<file path="src/rtl/fifo_uart_tx_reader.sv">
// Pops bytes from the project FIFO and sends them as 8N1 serial frames on tx.
// Define FIFO_UART_TX_PARITY_EN to add an even-parity bit between the data and stop bits.
module fifo_uart_tx_reader #(
  parameter int CLKS_PER_BIT = 16,
  parameter int DATA_WIDTH   = 8
) (
  input  logic                  clk,
  input  logic                  rst_n,
  input  logic                  ena,
  input  logic                  fifo_empty,
  input  logic [DATA_WIDTH-1:0] fifo_rdata,
  output logic                  fifo_rd,
  output logic                  tx,
  output logic                  busy,
  output logic [7:0]            frames_sent
);

  localparam int TIMER_W = (CLKS_PER_BIT > 1) ? $clog2(CLKS_PER_BIT) : 1;
  localparam int CNT_W   = (DATA_WIDTH > 1) ? $clog2(DATA_WIDTH) : 1;
  localparam logic [TIMER_W-1:0] TIMER_LAST = TIMER_W'(CLKS_PER_BIT - 1);
  localparam logic [CNT_W-1:0]   BIT_LAST   = CNT_W'(DATA_WIDTH - 1);

`ifdef FIFO_UART_TX_PARITY_EN
  typedef enum logic [2:0] {S_IDLE, S_FETCH, S_START, S_DATA, S_PARITY, S_STOP} state_t;
`else
  typedef enum logic [2:0] {S_IDLE, S_FETCH, S_START, S_DATA, S_STOP} state_t;
`endif

  state_t                r_state;
  state_t                w_stateNext;
  logic [TIMER_W-1:0]    r_timer;
  logic [CNT_W-1:0]      r_bitCnt;
  logic [DATA_WIDTH-1:0] r_shift;
  logic [DATA_WIDTH-1:0] w_shifted;
  logic                  r_tx;
  logic [7:0]            r_frames;
  logic                  w_pop;
  logic                  w_timerLast;
`ifdef FIFO_UART_TX_PARITY_EN
  logic                  r_parity;
`endif

  assign w_timerLast = (r_timer == TIMER_LAST);
  assign w_shifted   = r_shift >> 1;

  // rst_n is folded into the pop decode so the FIFO is never popped while held in reset.
  always_comb begin
    w_stateNext = r_state;
    w_pop       = (r_state == S_IDLE) && ena && !fifo_empty && rst_n;
    case (r_state)
      S_IDLE:   if (w_pop) w_stateNext = S_FETCH;
      S_FETCH:  w_stateNext = S_START;
      S_START:  if (w_timerLast) w_stateNext = S_DATA;
      S_DATA: begin
        if (w_timerLast && (r_bitCnt == BIT_LAST)) begin
`ifdef FIFO_UART_TX_PARITY_EN
          w_stateNext = S_PARITY;
`else
          w_stateNext = S_STOP;
`endif
        end
      end
`ifdef FIFO_UART_TX_PARITY_EN
      S_PARITY: if (w_timerLast) w_stateNext = S_STOP;
`endif
      S_STOP:   if (w_timerLast) w_stateNext = S_IDLE;
      default:  w_stateNext = S_IDLE;
    endcase
  end

  always_ff @(posedge clk or negedge rst_n) begin
    if (!rst_n) r_state <= S_IDLE;
    else        r_state <= w_stateNext;
  end

  // r_tx is loaded one cycle ahead with the level of the bit about to start.
  always_ff @(posedge clk or negedge rst_n) begin
    if (!rst_n) begin
      r_timer  <= '0;
      r_bitCnt <= '0;
      r_shift  <= '0;
      r_tx     <= 1'b1;
      r_frames <= '0;
`ifdef FIFO_UART_TX_PARITY_EN
      r_parity <= 1'b0;
`endif
    end else begin
      case (r_state)
        S_IDLE: begin
          r_timer  <= '0;
          r_bitCnt <= '0;
          r_tx     <= 1'b1;
        end
        S_FETCH: begin
          r_shift <= fifo_rdata;
`ifdef FIFO_UART_TX_PARITY_EN
          r_parity <= ^fifo_rdata;
`endif
          r_timer <= '0;
          r_tx    <= 1'b0;
        end
        S_START: begin
          if (w_timerLast) begin
            r_timer  <= '0;
            r_bitCnt <= '0;
            r_tx     <= r_shift[0];
          end else begin
            r_timer <= r_timer + 1'b1;
          end
        end
        S_DATA: begin
          if (w_timerLast) begin
            r_timer <= '0;
            r_shift <= w_shifted;
            if (r_bitCnt == BIT_LAST) begin
              r_bitCnt <= '0;
`ifdef FIFO_UART_TX_PARITY_EN
              r_tx <= r_parity;
`else
              r_tx <= 1'b1;
`endif
            end else begin
              r_bitCnt <= r_bitCnt + 1'b1;
              r_tx     <= w_shifted[0];
            end
          end else begin
            r_timer <= r_timer + 1'b1;
          end
        end
`ifdef FIFO_UART_TX_PARITY_EN
        S_PARITY: begin
          if (w_timerLast) begin
            r_timer <= '0;
            r_tx    <= 1'b1;
          end else begin
            r_timer <= r_timer + 1'b1;
          end
        end
`endif
        S_STOP: begin
          if (w_timerLast) begin
            r_timer  <= '0;
            r_frames <= r_frames + 8'd1;
          end else begin
            r_timer <= r_timer + 1'b1;
          end
        end
        default: r_timer <= '0;
      endcase
    end
  end

  assign fifo_rd     = w_pop;
  assign busy        = (r_state != S_IDLE) || w_pop;
  assign tx          = r_tx;
  assign frames_sent = r_frames;

endmodule

</file>
<file path="config.mk">
export PLATFORM = sky130hd
export DESIGN_NAME = fifo_uart_tx_reader
export DESIGN_NICKNAME = d
export VERILOG_FILES = /design/src/rtl/fifo_uart_tx_reader.sv
export SDC_FILE = /design/constraint.sdc
export NUM_CORES = 1
export LEC_CHECK = 0
export ABC_AREA = 1
export CAP_MARGIN = 25
export CELL_PAD_IN_SITES_DETAIL_PLACEMENT = 0
export CELL_PAD_IN_SITES_GLOBAL_PLACEMENT = 2
export CORE_MARGIN = 1.5
export CORE_UTILIZATION = 33
export DETAILED_ROUTE_END_ITERATION = 7
export PLACE_DENSITY = 0.87
export SLEW_MARGIN = 20
export SYNTH_ARGS = -nofsm -noshare
export SYNTH_HDL_FRONTEND = slang
export SYNTH_SLANG_ARGS = --single-unit
</file>
<file path="constraint.sdc">
create_clock -name clk -period 3.2 [get_ports clk]
set_input_delay 0.64 -clock clk [delete_from_list [all_inputs] [get_ports clk]]
set_output_delay 0.64 -clock clk [all_outputs]
set_load 0.01 [all_outputs]
</file>
==> impl_summary.log <==
[metrics] number of antenna violations at the first check in global routing: 0
[metrics] post-route clock period utilization: 0.836
[metrics] clock transition time at the flip-flop clock pins of the worst setup and hold paths: around 0.1 ns
[metrics] startpoint kind of the worst setup timing path: primary input
[metrics] Leakage: roughly 0.92 nW
[metrics] Die ar.: about 5000 sq um
[metrics] main area contributors after synthesis: sky130_fd_sc_hd__dfrtp_1 44%, sky130_fd_sc_hd__nand2_1 15%, sky130_fd_sc_hd__inv_1 5.6%, sky130_fd_sc_hd__o21ai_0 4.1%, sky130_fd_sc_hd__nand3_1 3.7%
[metrics] aggregate global-route resource usage: 0.132
[metrics] fraction of synthesis flops using an asynchronous set or reset pin: 1.00
[metrics] Min Clock Period, post-route: 2.67 ns
[metrics] I/O pin count: 23
[metrics] share of the yosys chip area belonging to registers: 0.458
[metrics] post-place instance area: ~1800 sq um
[metrics] proportion of layout cells with a drive suffix above 1: 0.107
[metrics] Synth Flop Type: sky130_fd_sc_hd__dfrtp_1
[metrics] Total Wirelength: between 2 and 3 mm
[metrics] EDFF count, synth: 0
[metrics] dominant cell by count in the synthesized netlist: sky130_fd_sc_hd__nand2_1
[metrics] FMAX: between 300 and 400 MHz
[metrics] count of cells resized by post-cts repair: 0
[metrics] total congestion overflow: 0
[metrics] number of DRC violations after detailed-routing iteration 0: between 40 and 50
[metrics] slew at the pin closest to its max-slew limit: roughly 0.37 ns
[metrics] area of the mapped netlist: ~1500 sq um
[metrics] status: finished clean
[metrics] RSZ-0062 raised after global routing: no
[metrics] antenna viol nets, final: 0
[metrics] data arrival time of the critical path: a little over 2 ns
[metrics] CTS buffer count: 3
[metrics] Clk Tree Root Cell: sky130_fd_sc_hd__clkbuf_8
[metrics] number of vias in the routed layout: approximately 1200
[metrics] distinct cell type count of the synthesized netlist: 29
[metrics] antenna cell count: 0
[metrics] depth of the worst register-to-register path: 7
[metrics] critical path class: in -> out
[metrics] via count of the first global-routing pass: roughly 1200
[metrics] detailed-route vias per instance: ~4.6
[metrics] worst hold-check path type: reg -> reg
[metrics] maximum vdd drop: roughly 0.00027 V
[metrics] y dimension of the die: 69.9 microns
[metrics] top cells by count, synth: 58 x sky130_fd_sc_hd__nand2_1, 26 x sky130_fd_sc_hd__dfrtp_1, 22 x sky130_fd_sc_hd__inv_1
[metrics] number of buffers on the longest clock path: 2
[metrics] synthesis-stage register bit count: 27
[metrics] total count of max-transition violations in the final report: 0
[metrics] final worst clock skew: between 0.005 and 0.006 ns
[metrics] endpoint required time on the critical path: approximately 2.6 ns
[metrics] Core Area: approximately 4300 sq um
[metrics] areal power density over the cells: 668 nW/um^2
[metrics] wire length of the first global-routing pass: ~5.2 mm
[metrics] total setup violations reported at the end of the flow: 0
[metrics] area growth from synthesis to layout: 22.0%
[metrics] area of all placed cells without fillers: between 1500 and 2000 sq um
[metrics] routed len/inst: ~12 microns
[metrics] CTS Hold Bufs: 0
[metrics] Hold Vio Cnt, Final: 0
[metrics] H-Tree Depth: 1
[metrics] destination of the worst register-to-register timing path: r_shift[2]
[metrics] reg-to-reg setup timing slack: 1.62 ns
[metrics] DRC Markers: 0
[metrics] Min-Delay Endpoint: r_timer[0]
[metrics] Final HPWL DP: between 2 and 2.5 mm
[metrics] maximum fanout along the worst path: 2
[metrics] start point of the worst hold path: r_timer[0]
[metrics] post-CTS setup-driven buffer insertion count: 0
[metrics] number of warnings issued by yosys: 0
[metrics] number of max-capacitance violations reported: 0
[metrics] length of the first detailed-routing pass in iterations: 4
[metrics] reg2reg start: r_timer[0]
[metrics] gate count of the mapped netlist: 180
[metrics] library cell with the largest summed area after synthesis: sky130_fd_sc_hd__dfrtp_1
[metrics] average instance area after synthesis: 8.22 sq um
[metrics] number of instances on the worst hold path: 1
[metrics] clock tree from TritonCTS: done
[metrics] weighted congestion reported at the end of routability-driven placement: just under 0.9
[metrics] initial core utilization: 0.342
[metrics] worst relative slew slack: 0.755
[metrics] maximum number of pins on one net before global-route repair: 28
[metrics] sort of element at the end of the critical path: primary output
[metrics] row cnt: 24
[metrics] count of buffers from port buffering: 22
[metrics] worst hold slack: 0.488 ns
[metrics] clock network latency to the later pin of the worst-skew pair: about 0.28 ns
[metrics] Post-Synthesis Net Count: 196
[metrics] fraction of post-synthesis cell area in the top cell type by area: 0.440
[metrics] net count reported at finish: roughly 220
[metrics] die width: about 70 microns
[metrics] setup total negative slack: 0 ns
[metrics] Num Clock Sinks: 27
layer usage:
metal | vias up | track usage | routed length, microns
li1 | 625 | - | -
met1 | 534 | 0.180 | 1500
met2 | 21 | 0.205 | 1350
met3 | 2 | 0.0260 | 101
met4 | 0 | 0.0513 | 19
met5 | - | 0 | 0
through the flow:
stage / setup WS, ns / total power, mW / std cells / util
5_1_grt: 0.442 / 1.32 / 257 / 0.417
4_1_cts: 0.528 / 1.22 / 257 / 0.417
2_1_floorplan: 1.50 / 0.887 / 180 / -
6_report: 0.526 / 1.21 / 257 / 0.417
3_5_place_dp: 0.530 / 1.01 / 253 / 0.406
3_3_place_gp: 0.549 / 1.00 / 253 / 0.406
power breakdown:
part	switching [mW]	internal, mW	total, mW
clock network	0.114	0.0885	0.203
logic	0.314	0.185	0.498
registers	0.0667	0.438	0.505
total	0.495	0.711	1.21
worst max path at each step:
stage / from / endpoint / cells past startpoint
after CTS: rst_n / fifo_rd / 4
after detailed placement: rst_n / fifo_rd / 4
after global routing: rst_n / fifo_rd / 4
after global placement: rst_n / fifo_rd / 4
after floorplan: fifo_empty / fifo_rd / 2
final: rst_n / fifo_rd / 4
critical path: stages:
cell and delay, ns:
sky130_fd_sc_hd__clkdlybuf4s50_1 0.52, sky130_fd_sc_hd__nand3b_1 0.11, sky130_fd_sc_hd__nor3_1 0.18, sky130_fd_sc_hd__clkdlybuf4s50_1 0.57
registers in the layout, summed over array words and instances, names as in the netlist:
signal / cells
r_timer: 4
frames_sent: 8
tx: 1
r_shift: 8
r_bitCnt: 3
r_state: 3
area by class of cell:
type,instances,area [sq um]
tap,52,65.1
clock inverter,1,7.51
multi-input combinational,127,693
clock buffer,3,41.3
sequential,27,677
timing repair buffer,23,228
inverter,24,92.6
fill,452,2520
layout by cell type, fill, tap and decap left out, types with 2 or more instances in the layout:
cell type                          n
sky130_fd_sc_hd__clkbuf_8          3
sky130_fd_sc_hd__clkdlybuf4s50_1  22
sky130_fd_sc_hd__dfrtp_1          26
sky130_fd_sc_hd__ha_1              4
sky130_fd_sc_hd__inv_1            22
sky130_fd_sc_hd__nand2_1          58
sky130_fd_sc_hd__nand2_2           2
sky130_fd_sc_hd__nand3_1          11
sky130_fd_sc_hd__nand3b_1          2
sky130_fd_sc_hd__nand4_1           2
sky130_fd_sc_hd__nor2_1            5
sky130_fd_sc_hd__nor2_2            2
sky130_fd_sc_hd__nor2_8            2
sky130_fd_sc_hd__nor3_1            3
sky130_fd_sc_hd__o21ai_0          12
sky130_fd_sc_hd__o21ai_1          11
sky130_fd_sc_hd__o21ai_2           3
sky130_fd_sc_hd__xor2_1            2
logic make-up after synthesis:
family / Yosys count / synth area share
flip-flops: 27 / 0.458
buffers and inverters: 26 / 0.0736
AND/OR/NAND/NOR: 91 / 0.296
adder cells (fa/ha/maj): 4 / 0.0338
XOR/XNOR: 4 / 0.0288
AO/OA/AOI/OAI: 28 / 0.110
No activity file was read; power rests on OpenSTA's default activity.
